## src/rtl/qspi_fetch_buffer.sv

```systemverilog
// Instruction prefetch buffer in front of a QSPI flash read controller.
// Starts one streaming read per branch and captures one 16-bit word per
// contiguous data_ready run into a small FIFO. Each word is byte-swapped into
// a little-endian halfword and presented to the CPU together with its PC.
module qspi_fetch_buffer #(
    parameter int ADDR_BITS = 24,
    parameter int DEPTH     = 4
) (
    input  logic                 clk,
    input  logic                 rstn,
    input  logic                 branch,
    input  logic [ADDR_BITS-1:0] branch_addr,
    output logic [15:0]          instr_out,
    output logic [ADDR_BITS-1:0] instr_pc,
    output logic                 instr_valid,
    input  logic                 instr_ack,
    output logic [ADDR_BITS-1:0] fc_addr,
    output logic                 fc_start_read,
    output logic                 fc_stall_read,
    output logic                 fc_stop_read,
    input  logic [15:0]          fc_data,
    input  logic                 fc_data_ready,
    input  logic                 fc_busy
);

    localparam int PTR_W = (DEPTH > 1) ? $clog2(DEPTH) : 1;
    localparam int CNT_W = PTR_W + 1;

    typedef enum logic [1:0] {IDLE, FLUSH, START, STREAM} state_t;

    state_t                 state_reg, state_next;
    logic [15:0]            mem [DEPTH];
    logic [PTR_W-1:0]       wr_ptr_reg, rd_ptr_reg;
    logic [CNT_W-1:0]       count_reg;
    logic [ADDR_BITS-1:0]   head_pc_reg, fetch_addr_reg;
    logic                   rdy_prev_reg;
    logic [ADDR_BITS-1:0]   branch_target;
    logic                   wr_en, rd_en;

    // Halfword fetch only: bit 0 of the branch target is forced low.
    assign branch_target = {branch_addr[ADDR_BITS-1:1], 1'b0};

    // A branch suppresses both the capture and the pop of the same cycle.
    assign wr_en = (state_reg == STREAM) && fc_data_ready && !rdy_prev_reg && !branch;
    assign rd_en = instr_ack && (count_reg != '0) && !branch;

    // Stall one entry early so a word already in flight always has a slot.
    assign fc_stall_read = (count_reg >= CNT_W'(DEPTH - 1));
    assign fc_stop_read  = (state_reg == FLUSH);
    assign fc_start_read = (state_reg == START);
    assign fc_addr       = fetch_addr_reg;

    assign instr_valid = (count_reg != '0);
    assign instr_out   = mem[rd_ptr_reg];
    assign instr_pc    = head_pc_reg;

    // State register.
    always_ff @(posedge clk) begin
        if (!rstn) begin
            state_reg <= IDLE;
        end else begin
            state_reg <= state_next;
        end
    end

    // Next-state logic; a branch overrides every other transition.
    always_comb begin
        state_next = state_reg;
        case (state_reg)
            IDLE:    state_next = IDLE;
            FLUSH:   state_next = START;
            START:   state_next = STREAM;
            STREAM:  state_next = STREAM;
            default: state_next = IDLE;
        endcase
        if (branch) begin
            state_next = fc_busy ? FLUSH : START;
        end
    end

    // Edge detector on data_ready so a ready held high during a stall
    // is captured only once.
    always_ff @(posedge clk) begin
        if (!rstn || branch || state_reg == FLUSH) begin
            rdy_prev_reg <= 1'b0;
        end else begin
            rdy_prev_reg <= fc_data_ready;
        end
    end

    // FIFO storage; the controller's first byte lands in the low byte.
    always_ff @(posedge clk) begin
        if (wr_en) begin
            mem[wr_ptr_reg] <= {fc_data[7:0], fc_data[15:8]};
        end
    end

    // FIFO pointers, occupancy and fetch/head addresses.
    always_ff @(posedge clk) begin
        if (!rstn) begin
            wr_ptr_reg     <= '0;
            rd_ptr_reg     <= '0;
            count_reg      <= '0;
            head_pc_reg    <= '0;
            fetch_addr_reg <= '0;
        end else if (branch) begin
            wr_ptr_reg     <= '0;
            rd_ptr_reg     <= '0;
            count_reg      <= '0;
            head_pc_reg    <= branch_target;
            fetch_addr_reg <= branch_target;
        end else begin
            if (wr_en) begin
                wr_ptr_reg <= wr_ptr_reg + 1'b1;
            end
            if (rd_en) begin
                rd_ptr_reg  <= rd_ptr_reg + 1'b1;
                head_pc_reg <= head_pc_reg + ADDR_BITS'(2);
            end
            case ({wr_en, rd_en})
                2'b10:   count_reg <= count_reg + 1'b1;
                2'b01:   count_reg <= count_reg - 1'b1;
                default: count_reg <= count_reg;
            endcase
        end
    end

endmodule

```

## config.mk

```make
export PLATFORM = sky130hd
export DESIGN_NAME = qspi_fetch_buffer
export DESIGN_NICKNAME = d
export VERILOG_FILES = /design/src/rtl/qspi_fetch_buffer.sv
export SDC_FILE = /design/constraint.sdc
export NUM_CORES = 1
export LEC_CHECK = 0
export CORE_MARGIN = 1
export CORE_UTILIZATION = 50
export CTS_CLUSTER_DIAMETER = 100
export CTS_CLUSTER_SIZE = 10
export DETAILED_ROUTE_END_ITERATION = 12
export GPL_TIMING_DRIVEN = 0
export PLACE_DENSITY = 0.84
export SYNTH_ARGS = -nofsm -noshare
export SYNTH_HDL_FRONTEND = slang
export SYNTH_SLANG_ARGS = --single-unit
```

## constraint.sdc

```tcl
create_clock -name clk -period 2.7 [get_ports clk]
set_input_delay 0.405 -clock clk [delete_from_list [all_inputs] [get_ports clk]]
set_output_delay 0.405 -clock clk [all_outputs]
set_load 0.01 [all_outputs]
```

==> out/results.ini, run 1 <==
[synthesis]
syn_inst = 387
ys_seq_area_frac = 0.608
synth.area.top_cells = edfxtp_1 38%, dfxtp_1 23%, mux4_2 7.1%
synthFlopType = edfxtp_1
synth_seq_cells = 122
synth-edff-count = 64
ys_warn_count = 0
ys_types = 51
synthMostInstantiatedCell = edfxtp_1
yosysTopAreaCell = edfxtp_1
netlist_area_um2 = 5070
yosysTopAreaCellShare = 0.379
avgSynthCellArea_um2 = 13.1
netlist_top_cells_count = 64 x edfxtp_1, 58 x dfxtp_1, 38 x nor2_1
synthArstFlopShare = 0

[die]
die_area_um2 = 10600
ios = 114
start_util = 0.517
fp.dieW_um = 103
die_h_um = 103
rows = 36
core_um2 = 9820

[placed_design]
place.gp.congestion = 0.825
dp.cells = 630
dpl.hpwl_um = 8440
io_buffers = 109
placed_area_um2 = 6330

[detailed_routing]
routedWlPerCell_um = 19.3
vias = 3740
drc = 0
final_antenna_net_count = 0
viasPerCell = 5.66
drtIter0Drc = 214
firstDrtPassIters = 4
wirelength_um = 12700

[sta]
setup_tns_ns = 0
finalSetupViolations = 0
final.min_clock_period_ns = 2.60
final-hold-violation-count = 0
worstMarginPinSlew_ns = 0.840
fmax_ghz = 0.385
slew_headroom = 0.440
rsz0062_at_grt = false
clock_skew_ns = 0.00872
period_share = 0.963
slew_viol_final = 0

[setup_path]
worstPathMaxFanout = 10
start_kind = flip-flop
cp-end-kind = output pin
crit_required_ns = 2.30
reg2reg_depth = 9
r2r_setup_slack_ns = 0.54
worstPathArrival_ns = 2.19
path_class = reg2out
r2r-end = count_reg[2]$_SDFFE_PP0P_
reg2reg_from = count_reg[0]$_SDFFE_PP0P_

[cells_and_area]
regMostFlops = mem
fin_nets = 568
stdcell_area_um2 = 6920
layout-drive-gt1-share = 0.129
largest_reg_flops = 64
fill_cells = 703
stdcell_count = 661
area_growth_pct = 36.3
antenna_cells = 0

[global_routing]
grt_pass1_wl_um = 19700
antenna_found_initial = 0
grt_remaining_overflow = 0
grt_max_degree = 17
grt_pass1_vias = 3756
gr-usage-all-layers = 0.258

[outcome]
status = finished, final reports clean

[hold_path]
whs_endpoint = state_reg[0]$_SDFF_PN0_
hold_path_depth = 3
worstHoldPathType = in2reg
min_from = branch

[cts]
h-tree-depth = 4
cts-root-buf = clkbuf_8
clockBufferDepth = 2
clk_latency_ns = 0.52
cts_buffers = 17
tritoncts = yes
clock-sinks = 122
path_clk_slew_ns = 0.06
cts_setup_buffers = 0
cts_hold_buf = 0

[run]
max_cap_violations = 0

[power_and_ir_drop]
ir_drop_mv = 0.433
cellPowerDensity_nw_per_um2 = 649
p_leak_nw = 2.46

## metrics by stage
| step | hold WS [ns] | total power, mW | worst slack [ns] | util |
|---|---|---|---|---|
| 3_3_place_gp | 0.454 | 2.40 | 0.177 | 0.645 |
| 2_1_floorplan | 0.485 | 2.20 | 0.440 | - |
| 4_1_cts | 0.412 | 4.50 | 0.00871 | 0.703 |
| 3_5_place_dp | 0.460 | 2.41 | 0.0354 | 0.645 |
| 5_1_grt | 0.443 | 4.61 | 0.00772 | 0.704 |
| 6_report | 0.420 | 4.49 | 0.100 | 0.704 |
## routing by layer
layer,vias to the layer above,part of all wire,global-route usage
met1,1801,0.37,0.282
met3,28,0.083,0.0895
met4,0,0.023,0.118
li1,1714,-,-
met2,197,0.53,0.452
met5,-,0,0
## area by class of cell
class | count | area (um^2) | area share
buffer | 24 | 168 | 0.0242
inverter | 10 | 37.5 | 0.00543
sequential | 122 | 3080 | 0.446
tap | 133 | 166 | 0.0241
multi-input combinational | 231 | 1810 | 0.261
clock inverter | 15 | 141 | 0.0204
clock buffer | 17 | 414 | 0.0599
timing repair buffer | 109 | 1100 | 0.159
## logic make-up after synthesis
group / Yosys count / share of synthesized area
muxes: 38 / 0.114
AOI/OAI and AO/OA: 64 / 0.0829
adders and majority gates: 7 / 0.0187
xor gates and xnor gates: 16 / 0.0276
DFF: 122 / 0.608
and+or+nand+nor: 104 / 0.111
other: 1 / 0.000739
buffers and inverters: 35 / 0.0370
## critical path: stages (launching register included)
cell             delay [ns]
dfxtp_1                0.31
buf_4                  0.19
buf_12                 0.17
mux4_2                 0.50
clkdlybuf4s50_1        0.50
## power by group
group | leakage, nW | switching [mW] | internal (mW)
clock network | 0.261 | 0.876 | 1.23
logic | 1.15 | 0.149 | 0.187
registers | 1.05 | 0.0446 | 2.00
total | 2.46 | 1.07 | 3.42
## worst max-delay path by stage
stage                     cells after the start  startpoint                   endpoint
final                                         4   flip-flop              instr_out[13]
after global routing                          4   flip-flop              instr_out[11]
after CTS                                     4   flip-flop              instr_out[10]
after detailed placement                     10      branch  count_reg[2]$_SDFFE_PP0P_
after global placement                       10      branch  count_reg[2]$_SDFFE_PP0P_
after floorplan                              10      branch  count_reg[2]$_SDFFE_PP0P_
## placed cells by master, fill, tap and decap left out, types with 3 or more instances in the layout
cell	Yosys	routed
nand3_1	7	7
a31oi_1	4	4
dfxtp_1	58	58
nand4_1	9	9
or4_1	8	8
edfxtp_1	64	64
dlymetal6s2s_1	1	5
xor2_1	10	10
nand2_1	12	12
nor2_1	38	38
mux2i_1	22	22
clkbuf_16	0	16
inv_1	10	10
a211oi_1	4	4
mux4_2	16	16
o31ai_1	5	5
o21ai_0	16	16
nand2b_1	4	4
clkdlybuf4s50_1	0	104
o211ai_1	7	7
clkinv_4	0	3
clkbuf_1	10	8
clkinvlp_4	0	4
and4_1	3	3
xnor2_1	6	6
and2_1	7	7
buf_6	3	3
a22oi_1	5	5
a21oi_1	12	12
inv_6	0	4
ha_1	6	6
nor2b_1	4	4
buf_4	5	6
## repair_timing
action	in CTS	in global routing
resized for setup	7	5
endpoints found under the setup margin	10	7
pin swaps	0	0
Power figures use the tool's default switching activity.
==> run 2, diff against run 1 <==
--- a/config.mk
+++ b/config.mk
@@ -8,10 +8,10 @@
 export CORE_MARGIN = 1
 export CORE_UTILIZATION = 50
 export CTS_CLUSTER_DIAMETER = 100
-export CTS_CLUSTER_SIZE = 10
 export DETAILED_ROUTE_END_ITERATION = 12
 export GPL_TIMING_DRIVEN = 0
 export PLACE_DENSITY = 0.84
+export REMOVE_ABC_BUFFERS = 1
 export SYNTH_ARGS = -nofsm -noshare
 export SYNTH_HDL_FRONTEND = slang
 export SYNTH_SLANG_ARGS = --single-unit
==> out/results.ini, run 2 (same netlist as run 1, synthesis figures left out) <==
[outcome]
status = finished, final reports clean

[sta]
worstMarginPinSlew_ns = 1.10
period_share = 0.943
rsz0062_at_grt = false
clock_skew_ns = 0.00699
slew_viol_final = 0
slew_headroom = 0.263
final-hold-violation-count = 0
finalSetupViolations = 0
fmax_ghz = 0.393
final.min_clock_period_ns = 2.55
hold_ws_ns = 0.434

[power_and_ir_drop]
p_leak_nw = 2.38
clock_power_share = 0.498
p_int_mw = 3.62
power_frac_comb = 0.068
cellPowerDensity_nw_per_um2 = 688
seqPwrFrac = 0.434
swShare = 0.229
ir_drop_mv = 0.452
power.switching_mw = 1.08
power_mw = 4.70

[placed_design]
place.gp.congestion = 0.775
dpl.hpwl_um = 7050
io_buffers = 110

[global_routing]
grt_pass1_wl_um = 17600
grt_pass1_vias = 3606
gr-usage-all-layers = 0.224
grt_remaining_overflow = 0
grt_max_degree = 34
antenna_found_initial = 0

[setup_path]
reg2reg_depth = 9
critPathMaxStageDelay_ns = 0.56
worstPathMaxFanout = 16
cpMaxStageDelayCell = dfxtp_4
crit_family = flip-flops
path_class = reg2out
critPathBufInv = 1
cp_cell_sequence = mux4_2 -> clkdlybuf4s50_1
start_kind = flip-flop
path_depth = 2
cp-end-kind = output pin
worstPathArrival_ns = 2.14
crit_required_ns = 2.30

[detailed_routing]
drc = 0
routedWlPerCell_um = 16.9
firstDrtPassIters = 4
drtIter0Drc = 165
wirelength_um = 10800
viasPerCell = 5.44
final_antenna_net_count = 0
maxUsedRoutingLayer = met4
wl_met3_um = 873
vias = 3476
routed-wl-met2_um = 5310
m1WireLength_um = 4520

[cells_and_area]
final_cell_mix = 109 x clkdlybuf4s50_1, 64 x edfxtp_1, 56 x dfxtp_1
layout-drive-gt1-share = 0.117
final_common_cell = clkdlybuf4s50_1
fin_nets = 546
area_growth_pct = 34.8
largest_reg_flops = 64
seqCellArea_um2 = 3090
antenna_cells = 0
fill_cells = 734
multi_input_area_um2 = 1810
regMostFlops = mem

[run]
max_cap_violations = 0

[die]
die_h_um = 103
die_area_um2 = 10600
core_um2 = 9820
fp.dieW_um = 103
ios = 114
start_util = 0.517
rows = 36

[cts]
tritoncts = yes
cts_hold_buf = 0
clk_latency_ns = 0.51
cts-root-buf = clkbuf_8
h-tree-depth = 4
cts_buffers = 17
cts_setup_buffers = 0
clockBufferDepth = 2
clock-sinks = 122
path_clk_slew_ns = 0.06

[hold_path]
worstHoldPathType = in2reg
hold_path_depth = 3

run 2: cell type report:
cell class | count | area share
repair buffers | 111 | 0.164
inverters | 10 | 0.00549
clock inverters | 15 | 0.0298
multi-input cells | 231 | 0.264
flip-flops and latches | 122 | 0.452
clock buffers | 17 | 0.0606
well taps | 133 | 0.0243
run 2: worst paths after layout:
path / start / endpoint / slack (ns)
worst max register to register: state_reg[1]$_SDFF_PN0_ / count_reg[2]$_SDFFE_PP0P_ / 0.59
worst max-delay path: flip-flop / instr_out[10] / 0.15
worst min-delay path: branch / fc_addr[20]$_SDFFE_PN0P_ / 0.43
worst min register to register: fc_addr[2]$_SDFFE_PN0P_ / fc_addr[2]$_SDFFE_PN0P_ / 0.47
run 2: layer usage:
metal,global-route usage,up-vias
met5,0,-
met4,0.0835,0
met3,0.0814,12
met2,0.371,134
met1,0.269,1650
li1,-,1680
run 2: power by group through the flow:
stage	Clock, mW	Sequential (mW)	Combinational, mW
2_1_floorplan	0	2.09	0.0936
3_5_place_dp	0	2.08	0.320
6_report	2.34	2.04	0.322
5_1_grt	2.45	2.04	0.349
3_3_place_gp	0	2.07	0.314
4_1_cts	2.36	2.04	0.324
run 2: worst min-delay path: stages:
cell,delay (ns)
buf_2,0.26
mux2i_1,0.17
nor2_1,0.07
run 2: through the flow:
stage               area (um^2)  worst slack, ns  std cells  setup TNS, ns   util
finish                     6840            0.153        639              0  0.696
global route               6840           0.0650        639              0  0.696
CTS                        6840            0.102        639              0  0.696
detailed placement         6220          -0.0217        607        -0.0217  0.633
global placement           6190            -1.49        606        -114.24  0.631
floorplan                  4930            0.756        363              0      -
run 2: repair_timing:
item	CTS	global route
resized for setup	3	0
endpoints found under the setup margin	16	0
hold endpoints to repair	0	0
==> run 3, diff against run 2 <==
--- a/config.mk
+++ b/config.mk
@@ -6,11 +6,13 @@
 export NUM_CORES = 1
 export LEC_CHECK = 0
 export CORE_MARGIN = 1
-export CORE_UTILIZATION = 50
+export CORE_UTILIZATION = 54
+export CTS_BUF_LIST = sky130_fd_sc_hd__clkbuf_2
 export CTS_CLUSTER_DIAMETER = 100
 export DETAILED_ROUTE_END_ITERATION = 12
+export DONT_BUFFER_PORTS = 1
 export GPL_TIMING_DRIVEN = 0
-export PLACE_DENSITY = 0.84
+export PLACE_DENSITY = 0.74
 export REMOVE_ABC_BUFFERS = 1
 export SYNTH_ARGS = -nofsm -noshare
 export SYNTH_HDL_FRONTEND = slang
==> out/results.ini, run 3 (same netlist as run 1, synthesis figures left out) <==
[setup_path]
reg2reg_depth = 5
reg2reg_from = instr_pc[3]$_SDFFE_PN0P_
cp-end-kind = output pin
crit_required_ns = 2.30
r2r-end = instr_pc[22]$_SDFFE_PN0P_
worstPathMaxFanout = 16
path_class = reg2out
cpMaxStageDelayCell = dfxtp_2
critPathBufInv = 0
crit_family = flip-flops
r2r_setup_slack_ns = 0.34
cp_cell_sequence = mux4_2
start_kind = flip-flop
worstPathArrival_ns = 2.02
critPathMaxStageDelay_ns = 0.75

[cells_and_area]
final_common_cell = edfxtp_1
layout-drive-gt1-share = 0.127
antenna_cells = 0
final_cell_mix = 64 x edfxtp_1, 57 x dfxtp_1, 44 x dlygate4sd3_1
area_growth_pct = 13.9
regMostFlops = mem
largest_reg_flops = 64
fin_nets = 480

[sta]
period_share = 0.898
rsz0062_at_grt = false
slew_headroom = 0.315
worstMarginPinSlew_ns = 1.03
setup_tns_ns = 0
fmax_ghz = 0.412
slew_viol_final = 0
final-hold-violation-count = 0
finalSetupViolations = 0
hold_ws_ns = 0.0853
final.min_clock_period_ns = 2.43
clock_skew_ns = 0.0331

[cts]
tritoncts = yes
cts_buffers = 17
cts-root-buf = clkbuf_2
h-tree-depth = 4
clockBufferDepth = 2
clk_latency_ns = 0.65
path_clk_slew_ns = 0.19
clock-sinks = 122

[die]
core_um2 = 9150
fp.dieW_um = 98.9
die_area_um2 = 9790
ios = 114
rows = 35
die_h_um = 98.9
start_util = 0.554

[placed_design]
dpl.hpwl_um = 6000
io_buffers = 0
place.gp.congestion = 0.733

[power_and_ir_drop]
cellPowerDensity_nw_per_um2 = 593
ir_drop_mv = 0.327
p_leak_nw = 1.99

[detailed_routing]
routedWlPerCell_um = 17.6
wirelength_um = 9690
vias = 3199
final_antenna_net_count = 0
firstDrtPassIters = 4
viasPerCell = 5.81
drc = 0
drtIter0Drc = 82

[hold_path]
min_from = rstn
hold_path_depth = 2
worstHoldPathType = in2reg
whs_endpoint = instr_pc[13]$_SDFFE_PN0P_

[outcome]
status = finished, final reports clean

[global_routing]
gr-usage-all-layers = 0.212
grt_pass1_wl_um = 16100
antenna_found_initial = 0
grt_pass1_vias = 3364
grt_remaining_overflow = 0
grt_max_degree = 38

[run]
max_cap_violations = 0

[run 3: cell types whose count changed in the layout (fill, tap and decap cells not counted), moves of 2 or more]
cell and delta:
clkinvlp_4 +2, clkbuf_2 +17, clkbuf_16 -16, clkinv_4 +3
clkdlybuf4s50_1 -109, inv_6 -3, dlygate4sd3_1 +44
[run 3: area by class of cell]
type / instances / area, um^2
inverters: 10 / 37.5
repair buffers: 45 / 460
clock buffers: 17 / 85.1
clock inverters: 15 / 165
well taps: 111 / 139
fillers: 683 / 3380
flip-flops and latches: 122 / 3080
multi-input cells: 231 / 1810
[run 3: stage by stage]
stage	power (mW)	std cells	util	area (um^2)	setup slack [ns]
floorplan	2.18	363	-	4930	0.756
global route	3.57	551	0.631	5780	0.0776
finish	3.43	551	0.631	5780	0.274
global placement	2.21	474	0.553	5060	0.535
detailed placement	2.21	474	0.553	5060	0.525
CTS	3.46	551	0.631	5780	0.167
[run 3: timing repair]
item,4_1_cts,5_1_grt
setup buffers,0,0
hold buffers,45,0
endpoints found under the hold margin,113,0
gates resized for setup,1,0
setup endpoints to repair,16,0
[run 3: worst max path at each step]
stage                           endpoint  slack, ns  cells after the start
2_1_floorplan  count_reg[2]$_SDFFE_PP0P_       0.76                      9
5_1_grt                    instr_out[14]       0.08                      1
6_report                    instr_out[0]       0.27                      1
3_3_place_gp                instr_out[0]       0.53                      1
4_1_cts                     instr_out[0]       0.17                      1
3_5_place_dp                instr_out[0]       0.53                      1
[run 3: power breakdown]
| part | total [mW] | internal (mW) | switching (mW) |
|---|---|---|---|
| clock | 1.17 | 0.440 | 0.728 |
| sequential | 2.07 | 2.00 | 0.0697 |
| combinational | 0.192 | 0.0995 | 0.0924 |
[run 3: metal layers]
layer	wire length (um)	vias up	GRT usage
met1	3920	1530	0.228
li1	-	1535	-
met4	158	0	0.0873
met2	4870	119	0.374
met5	0	-	0
met3	738	15	0.0816
